--- src/rtl/fetch_prefetcher_if.sv ---
// fetch_prefetcher_if: redirect, memory request/response and downstream write bundle of the prefetcher
interface fetch_prefetcher_if #(
   parameter int AddrWidth = 32,
   parameter int DataWidth = 32
);
   logic                           redirect_valid_i;
   logic [AddrWidth-1:0]           redirect_pc_i;
   logic                           mem_req_valid_o;
   logic [AddrWidth-1:0]           mem_req_addr_o;
   logic                           mem_req_ready_i;
   logic                           mem_rsp_valid_i;
   logic [DataWidth-1:0]           mem_rsp_data_i;
   logic                           wr_valid_o;
   logic [AddrWidth+DataWidth-1:0] wr_data_o;
   logic                           wr_ready_i;
   modport master (
      input  redirect_valid_i, redirect_pc_i, mem_req_ready_i, mem_rsp_valid_i, mem_rsp_data_i, wr_ready_i,
      output mem_req_valid_o, mem_req_addr_o, wr_valid_o, wr_data_o
   );
   modport slave (
      output redirect_valid_i, redirect_pc_i, mem_req_ready_i, mem_rsp_valid_i, mem_rsp_data_i, wr_ready_i,
      input  mem_req_valid_o, mem_req_addr_o, wr_valid_o, wr_data_o
   );
endinterface

--- src/rtl/fetch_prefetcher.sv ---
// fetch_prefetcher: credit-bounded in-order instruction prefetcher with redirect flush; FETCH_PREFETCHER_STATS_EN enables the credit-stall counter
module fetch_prefetcher #(
   parameter int                   MaxOutstanding = 4,
   parameter int                   AddrWidth      = 32,
   parameter int                   DataWidth      = 32,
   parameter logic [AddrWidth-1:0] ResetPc        = '0
) (
   input  logic                clk_i,
   input  logic                rst_i,
   fetch_prefetcher_if.master  bus,
   output logic [31:0]         stall_cnt_o
);
   localparam int PW = $clog2(MaxOutstanding);
   localparam int CW = PW + 1;
   localparam logic [CW:0] MaxCr = (CW+1)'(MaxOutstanding);
   localparam logic [AddrWidth-1:0] Step = AddrWidth'(DataWidth / 8);
   logic [AddrWidth-1:0] req_pc, out_pc;
   logic [CW-1:0]        outstanding, drop_cnt, buf_count;
   logic [PW-1:0]        rd_ptr, wr_ptr;
   logic [DataWidth-1:0] buf_mem [MaxOutstanding];
   logic [CW:0]          credit;
   logic                 req_hs, pop, rsp_drop, rsp_take;
   assign credit = {1'b0, outstanding} + {1'b0, buf_count} + {1'b0, drop_cnt};
   assign bus.mem_req_valid_o = !rst_i && credit < MaxCr;
   assign bus.mem_req_addr_o = req_pc;
   assign bus.wr_valid_o = !rst_i && buf_count != '0;
   assign bus.wr_data_o = bus.wr_valid_o ? {out_pc, buf_mem[rd_ptr]} : '0;
   assign req_hs = bus.mem_req_valid_o && bus.mem_req_ready_i;
   assign pop = bus.wr_valid_o && bus.wr_ready_i;
   assign rsp_drop = bus.mem_rsp_valid_i && drop_cnt != '0;
   assign rsp_take = bus.mem_rsp_valid_i && drop_cnt == '0;
   always_ff @(posedge clk_i) begin
      if (rst_i) begin
         req_pc      <= ResetPc;
         out_pc      <= ResetPc;
         outstanding <= '0;
         drop_cnt    <= '0;
         buf_count   <= '0;
         rd_ptr      <= '0;
         wr_ptr      <= '0;
      end else if (bus.redirect_valid_i) begin
         req_pc      <= bus.redirect_pc_i;
         out_pc      <= bus.redirect_pc_i;
         outstanding <= '0;
         // every response in this cycle is discarded, whichever counter it was charged to
         drop_cnt    <= drop_cnt + outstanding + CW'(req_hs) - CW'(bus.mem_rsp_valid_i);
         buf_count   <= '0;
         rd_ptr      <= '0;
         wr_ptr      <= '0;
      end else begin
         if (req_hs) req_pc <= req_pc + Step;
         if (pop) out_pc <= out_pc + Step;
         outstanding <= outstanding + CW'(req_hs) - CW'(rsp_take);
         drop_cnt    <= drop_cnt - CW'(rsp_drop);
         buf_count   <= buf_count + CW'(rsp_take) - CW'(pop);
         if (rsp_take) wr_ptr <= wr_ptr + PW'(1);
         if (pop) rd_ptr <= rd_ptr + PW'(1);
      end
   end
   always_ff @(posedge clk_i) begin
      if (!rst_i && !bus.redirect_valid_i && rsp_take) buf_mem[wr_ptr] <= bus.mem_rsp_data_i;
   end
`ifdef FETCH_PREFETCHER_STATS_EN
   always_ff @(posedge clk_i) begin
      if (rst_i) stall_cnt_o <= '0;
      else if (!bus.mem_req_valid_o && stall_cnt_o != '1) stall_cnt_o <= stall_cnt_o + 32'd1;
   end
`else
   assign stall_cnt_o = '0;
`endif
endmodule
--- src/flat_wrapper.sv ---
// flat-port wrapper written by rule: the top's interface ports become plain ports
module fetch_prefetcher_flat 
#(
   parameter int                   MaxOutstanding = 4,
   parameter int                   AddrWidth      = 32,
   parameter int                   DataWidth      = 32,
   parameter logic [AddrWidth-1:0] ResetPc        = '0
)
  (clk_i, rst_i, stall_cnt_o, bus_redirect_valid_i, bus_redirect_pc_i, bus_mem_req_ready_i, bus_mem_rsp_valid_i, bus_mem_rsp_data_i, bus_wr_ready_i, bus_mem_req_valid_o, bus_mem_req_addr_o, bus_wr_valid_o, bus_wr_data_o);
  fetch_prefetcher_if #(.AddrWidth(AddrWidth), .DataWidth(DataWidth)) bus_i ();
  input  logic clk_i;
  input  logic rst_i;
  output logic [31:0] stall_cnt_o;
  input wire logic [$bits(bus_i.redirect_valid_i)-1:0] bus_redirect_valid_i;
  input wire logic [$bits(bus_i.redirect_pc_i)-1:0] bus_redirect_pc_i;
  input wire logic [$bits(bus_i.mem_req_ready_i)-1:0] bus_mem_req_ready_i;
  input wire logic [$bits(bus_i.mem_rsp_valid_i)-1:0] bus_mem_rsp_valid_i;
  input wire logic [$bits(bus_i.mem_rsp_data_i)-1:0] bus_mem_rsp_data_i;
  input wire logic [$bits(bus_i.wr_ready_i)-1:0] bus_wr_ready_i;
  output wire logic [$bits(bus_i.mem_req_valid_o)-1:0] bus_mem_req_valid_o;
  output wire logic [$bits(bus_i.mem_req_addr_o)-1:0] bus_mem_req_addr_o;
  output wire logic [$bits(bus_i.wr_valid_o)-1:0] bus_wr_valid_o;
  output wire logic [$bits(bus_i.wr_data_o)-1:0] bus_wr_data_o;
  assign bus_i.redirect_valid_i = bus_redirect_valid_i;
  assign bus_i.redirect_pc_i = bus_redirect_pc_i;
  assign bus_i.mem_req_ready_i = bus_mem_req_ready_i;
  assign bus_i.mem_rsp_valid_i = bus_mem_rsp_valid_i;
  assign bus_i.mem_rsp_data_i = bus_mem_rsp_data_i;
  assign bus_i.wr_ready_i = bus_wr_ready_i;
  assign bus_mem_req_valid_o = bus_i.mem_req_valid_o;
  assign bus_mem_req_addr_o = bus_i.mem_req_addr_o;
  assign bus_wr_valid_o = bus_i.wr_valid_o;
  assign bus_wr_data_o = bus_i.wr_data_o;
  fetch_prefetcher #(.MaxOutstanding(MaxOutstanding), .AddrWidth(AddrWidth), .DataWidth(DataWidth), .ResetPc(ResetPc)) u_core (.clk_i(clk_i), .rst_i(rst_i), .bus(bus_i), .stall_cnt_o(stall_cnt_o));
endmodule
--- config.mk ---
export PLATFORM = sky130hd
export DESIGN_NAME = fetch_prefetcher_flat
export DESIGN_NICKNAME = d
export VERILOG_FILES = /design/src/rtl/fetch_prefetcher_if.sv /design/src/rtl/fetch_prefetcher.sv /design/src/flat_wrapper.sv
export SDC_FILE = /design/constraint.sdc
export NUM_CORES = 1
export LEC_CHECK = 0
export CORE_MARGIN = 5
export CORE_UTILIZATION = 25
export DETAILED_ROUTE_END_ITERATION = 7
export GPL_TIMING_DRIVEN = 1
export SLEW_MARGIN = 25
export SYNTH_ARGS = -nofsm -noshare
export SYNTH_HDL_FRONTEND = slang
export SYNTH_SLANG_ARGS = --single-unit
--- constraint.sdc ---
create_clock -name clk_i -period 5.9 [get_ports clk_i]
set_clock_uncertainty 0.05 [all_clocks]
set_input_delay 1.18 -clock clk_i [delete_from_list [all_inputs] [get_ports clk_i]]
set_output_delay 1.18 -clock clk_i [all_outputs]
set_load 0.01 [all_outputs]
==> impl_metrics.ini <==
[clock_tree]
cts_buffers = 24
holdBufCountCts = 0
clkSinkCount = 207
cts_tree = done
ctsResizeCount = 0
worstSkewPairLatency_ps = 510
cts_root_buf = clkbuf_16
cts_max_path_buffers = 3
post-cts-setup-buffer-count = 0
cts_htree_levels = 1
clk_pin_slew_ps = 60

[min_path]
hold_end = u_core.bus.mem_req_addr_o[0]
hold_path.startpoint = u_core.bus.mem_req_addr_o[0]
hp-class = reg -> reg
hold_path_depth = 2

[critical_path]
max_stage_delay_ps = 560
critical_path.most_common_cell = fa_1
r2r_end = u_core.drop_cnt[2]
crit_fanout = 3
ff2ff_setup_slack_ps = 1940
cpMaxStageDelayCell = clkdlybuf4s50_1
end_kind = primary output
critical_path_arrival_ps = 3180
crit_type = reg -> out
cp_cell_sequence = inv_1 -> fa_1 -> or2_2 -> fa_1 -> xor2_1 -> nand2_1 -> nor2_1 -> clkdlybuf4s50_1
start_kind = flop
cp.required_ps = 4670
rr_worst_depth = 14
r2r-start = u_core.buf_count[1]

[global_route]
grt_usage_pct = 11.5
grt_pass1_wl_um = 39500
antenna_found_initial = 1
use_met1_pct = 15.9
grt_start_max_net_pins = 65
use_met3_pct = 2.92
grt_pass1_vias = 6643
grt.busiest_layer = met2
grt_overflow_total = 0
met2_usage_pct = 18.4

[route]
drc = 0
drt_iter0_markers = 321
first_pass_iters = 4
post_drt_wl_per_cell_um = 17.1
vias = 6415
viasPerCell = 4.36
antenna_left = 0
totalWireLength_um = 25200

[pwr]
power_density_nw_per_um2 = 302
vdd_ir_drop_max_mv = 0.182
leakage_nw = 4.34
power_mw = 3.82

[floorplan]
start_util_pct = 25.2
die_x_um = 207
ios = 200
core_area_um2 = 38600
die_h_um = 207
die_area_um2 = 42900
rows = 72

[timing]
rsz0062_at_grt = no
fin_crit_sh_pct = 74.7
setup_violations = 0
hold_slack_ps = 410
fin_tns_setup_ps = 0
fmax_ghz = 0.227
tightestPinTransition_ps = 948
slew_violations = 0
max_slew_margin_pct = 36.8
finalHoldViolations = 0
fin_ws_ps = 1490
min_period_ps = 4410

[status]
status = complete, no violations

[logic_synthesis]
ys_async_sr_fraction_pct = 0
synth.ff_latch_count = 207
syn-cell-area_um2 = 9710
synth_largest_area_cell = edfxtp_1
synth_edf_count = 128
yosys_warnings = 0
syn-instance-count = 779
ys_types = 55
synth_top_area_share_pct = 39.6
avgSynthCellArea_um2 = 12.5
synth_ff_type = edfxtp_1
synthTopCellsByCount = edfxtp_1, dfxtp_1, and2_1
ys_seq_area_share_pct = 55.9
synth_area_leaders = edfxtp_1, dfxtp_1, mux4_2
yosys.cell_count.top_type = edfxtp_1

[placement]
place_ws_ps = 1910
io_buffers = 167
place_congestion = 0.742
dpl.hpwl_um = 17600
placedCellCount = 1430
dpl_cell_area_um2 = 11800

[cells_and_area]
n_fill_cell = 3957
fin_cells = 1473
final_core_util_pct = 32.8
n_antenna_cell = 0
syn2layout_area_growth_pct = 30.2
design_area_um2 = 12600
drive_above_1_share_pct = 10.3
layout.nets = 1030

[job]
drv_cap = 0
[cell type report]
| cell class | instances | area (um2) | share of cell area (%) |
|---|---|---|---|
| multi-input combinational | 490 | 3860 | 30.6 |
| inverter | 43 | 163 | 1.29 |
| clock inverter | 15 | 191 | 1.51 |
| clock buffer | 28 | 636 | 5.03 |
| timing repair buffer | 172 | 1710 | 13.5 |
| sequential | 207 | 5430 | 42.9 |
| tap | 518 | 648 | 5.13 |
[report_power, final]
| group | total [mW] | internal [mW] | switching [mW] |
|---|---|---|---|
| clock network | 1.54 | 0.947 | 0.594 |
| registers | 1.68 | 1.61 | 0.0656 |
| logic | 0.605 | 0.299 | 0.306 |
[worst max path at each step]
| stage | startpoint | endpoint | depth (start not counted) |
|---|---|---|---|
| after floorplan | u_core.buf_count[1] | u_core.drop_cnt[2] | 15 |
| after global placement | rst_i | u_core.drop_cnt[2] | 11 |
| after detailed placement | rst_i | u_core.buf_count[2] | 12 |
| after CTS | u_core.buf_count[1] | bus_mem_req_valid_o | 8 |
| after global routing | u_core.buf_count[1] | bus_mem_req_valid_o | 8 |
| final | u_core.buf_count[1] | bus_mem_req_valid_o | 8 |
[cell usage in the layout (no fill, tap or decap), types with 7 or more instances in the layout]
cell type and count:
nand3_1 21, mux4_2 32, nand4_1 29, conb_1 32
a21boi_1 12, a21boi_0 28, nand2_1 25, fa_1 7
and4_1 8, a21oi_1 41, and2_1 73, dfxtp_1 77
clkdlybuf4s50_1 165, clkbuf_16 24, ha_1 15, xor2_1 44
nor3_1 7, and3_1 8, xnor2_1 20, inv_1 42
edfxtp_1 128, nor2_1 25
[cell families after synthesis]
group	Yosys count	share of synthesized area, %
adder cells (fa/ha/maj)	22	3.38
XOR/XNOR	64	5.77
flip-flops	207	55.9
buffers and inverters	113	5.70
AND/OR/NAND/NOR	231	14.4
AO/OA/AOI/OAI	105	7.01
other	1	0.0386
multiplexers	36	7.83
[state kept, by name, indices dropped and copies added (netlist names), named ones only]
register                   flops
u_core.bus.mem_req_addr_o     32
u_core.outstanding             3
u_core.rd_ptr                  2
u_core.out_pc                 32
u_core.drop_cnt                3
u_core.wr_ptr                  2
u_core.buf_count               3
u_core.buf_mem               128
[routing by layer]
metal	wire, um	vias to the layer above
met5	20	-
met4	407	2
met3	1650	33
met2	11400	204
met1	11700	3113
li1	-	3063
[critical path, delay by kind of cell, from the launching register on]
kind,cells,cell delay (ps)
buffers and inverters,2,680
DFF,1,380
adders and majority gates,2,890
and+or+nand+nor,3,520
xor gates and xnor gates,1,200
Power figures use the tool's default switching activity.
==> RTL change: new RTL, same settings <==
`AddrWidth` is set to 32 in 3 places; all go to 40.
--- a/src/rtl/fetch_prefetcher_if.sv
+++ b/src/rtl/fetch_prefetcher_if.sv
@@ -1,6 +1,6 @@
 // fetch_prefetcher_if: redirect, memory request/response and downstream write bundle of the prefetcher
 interface fetch_prefetcher_if #(
-   parameter int AddrWidth = 32,
+   parameter int AddrWidth = 40,
    parameter int DataWidth = 32
 );
    logic                           redirect_valid_i;
--- a/src/rtl/fetch_prefetcher.sv
+++ b/src/rtl/fetch_prefetcher.sv
@@ -1,7 +1,7 @@
 // fetch_prefetcher: credit-bounded in-order instruction prefetcher with redirect flush; FETCH_PREFETCHER_STATS_EN enables the credit-stall counter
 module fetch_prefetcher #(
    parameter int                   MaxOutstanding = 4,
-   parameter int                   AddrWidth      = 32,
+   parameter int                   AddrWidth      = 40,
    parameter int                   DataWidth      = 32,
    parameter logic [AddrWidth-1:0] ResetPc        = '0
 ) (
--- a/src/flat_wrapper.sv
+++ b/src/flat_wrapper.sv
@@ -2,7 +2,7 @@
 module fetch_prefetcher_flat 
 #(
    parameter int                   MaxOutstanding = 4,
-   parameter int                   AddrWidth      = 32,
+   parameter int                   AddrWidth      = 40,
    parameter int                   DataWidth      = 32,
    parameter logic [AddrWidth-1:0] ResetPc        = '0
 )
Interface: changed (resized bus_mem_req_addr_o, bus_redirect_pc_i and bus_wr_data_o); port bits go from 200 to 224. No check against the original RTL was run, so the function may have changed too.
==> RTL change against the original RTL <==
Sequential power rose by 7%. Total power increased by 9.1%. Routed wire length up 18%. Via count rose by 14%. Worst hold slack got worse by 4.5 ps. Final area rose by 9.9%. Fmax decreased by 4.8%. Setup slack got worse by 220 ps. Sequential cell count is 16 higher. Synthesized area grew 8.9%. Synthesized cell count grew 14%.
==> RTL change: results (changes against the original RTL) <==
DP Area=0.0130 mm2 (was 0.0118 mm2); first-pass GRT wire length=45.3 mm (was 39.5 mm); seq_cells=223 (was 207); clock network area share=6.65% (was 6.54%); syn avg cell area=11.9 um2 (was 12.5 um2); Crit Path Max Fanout=6 (was 3); H-tree depth=1 (unchanged); Synth cell types=51 (was 55); top cells by area, synth=edfxtp_1 36%, dfxtp_1 18%, mux4_2 6.8% (was edfxtp_1 40%, dfxtp_1 16%, mux4_2 7.4%); Internal=3.10 mW (was 2.86 mW); final-stage net count=1176 (was 1030); largest net degree at the start of global routing=61 (was 65); clk_lat worst skew=550 ps (was 510 ps); Seq/Total Area, Yosys=54.3% (was 55.9%); wl on met1=13.4 mm (was 11.7 mm); Synth top area share=36.4% (was 39.6%); number of cells after detailed placement=1586 (was 1430); GRT met3 Usage=3.41% (was 2.92%); routing usage on met2=19.4% (was 18.4%); vias after detailed routing=7323 (was 6415); vias in the first global route=7365 (was 6643); GRT Total Usage=12.3% (was 11.5%); Pre-antenna DRT Iters=5 (was 4); R2R cell count=13 (was 14); Hold Startpoint=u_core.out_pc[0] (was u_core.bus.mem_req_addr_o[0]); met3 WL post-DR=2.25 mm (was 1.65 mm); Data buffer area share=14.2% (was 13.5%); Seq group=1.80 mW (was 1.68 mW); internal reg-to-reg setup slack=1690 ps (was 1940 ps); WHS=406 ps (was 410 ps); Leakage Power=4.72 nW (was 4.34 nW); initial DRC count=429 (was 321); Worst-Margin Slew=1010 ps (was 948 ps); outcome=finished, final reports clean (unchanged); minimum clock period=4630 ps (was 4410 ps); Core ar.=0.0419 mm2 (was 0.0386 mm2); share of cells above drive strength 1=10.1% (was 10.3%); Hold Path Sink=u_core.out_pc[0] (was u_core.bus.mem_req_addr_o[0]); via/cell ratio=4.48 (was 4.36); fill count=4161 (was 3957); clock buf count=31 (was 28); pre-CTS WS=1610 ps (was 1910 ps); register area=0.00575 mm2 (was 0.00543 mm2); initial antenna violation count=2 (was 1); CTS Buf Count=27 (was 24); Pwr Density=300 mW/mm2 (was 302 mW/mm2); CP max stage delay=530 ps (was 560 ps); count of multi-input gates=565 (was 490); synth cell count leaders=128 x edfxtp_1, 95 x dfxtp_1, 78 x and2_1 (was 128 x edfxtp_1, 79 x dfxtp_1, 77 x and2_1); IO buf count=191 (was 167); multi-input combinational area share=31.3% (was 30.6%); P_sw=1.07 mW (was 966 uW)
[RTL change: changes by cell type after synthesis, moves of 7 or more]
cell      change
dfxtp_1      +16
xnor2_1      +14
o31a_1       +10
nand4_1       +7
nor3_1       +20
a21boi_1     -12
nor4_1        +7
a21boi_0     +23
clkbuf_1     +10
o21a_1        +7
nand2_1       +8
inv_1        +15
[RTL change: cells by family (layout without fill, tap and decap cells)]
kind of cell / count (synthesis) / in the layout / synth area share [%]
flip-flops: 223 / 223 / 54.3
AND/OR/NAND/NOR: 270 / 270 / 14.7
XOR/XNOR: 74 / 74 / 6.13
adder cells (fa/ha/maj): 22 / 22 / 3.10
AO/OA/AOI/OAI: 132 / 132 / 8.47
buffers and inverters: 134 / 306 / 6.12
other: 1 / 34 / 0.0355
multiplexers: 35 / 35 / 7.11
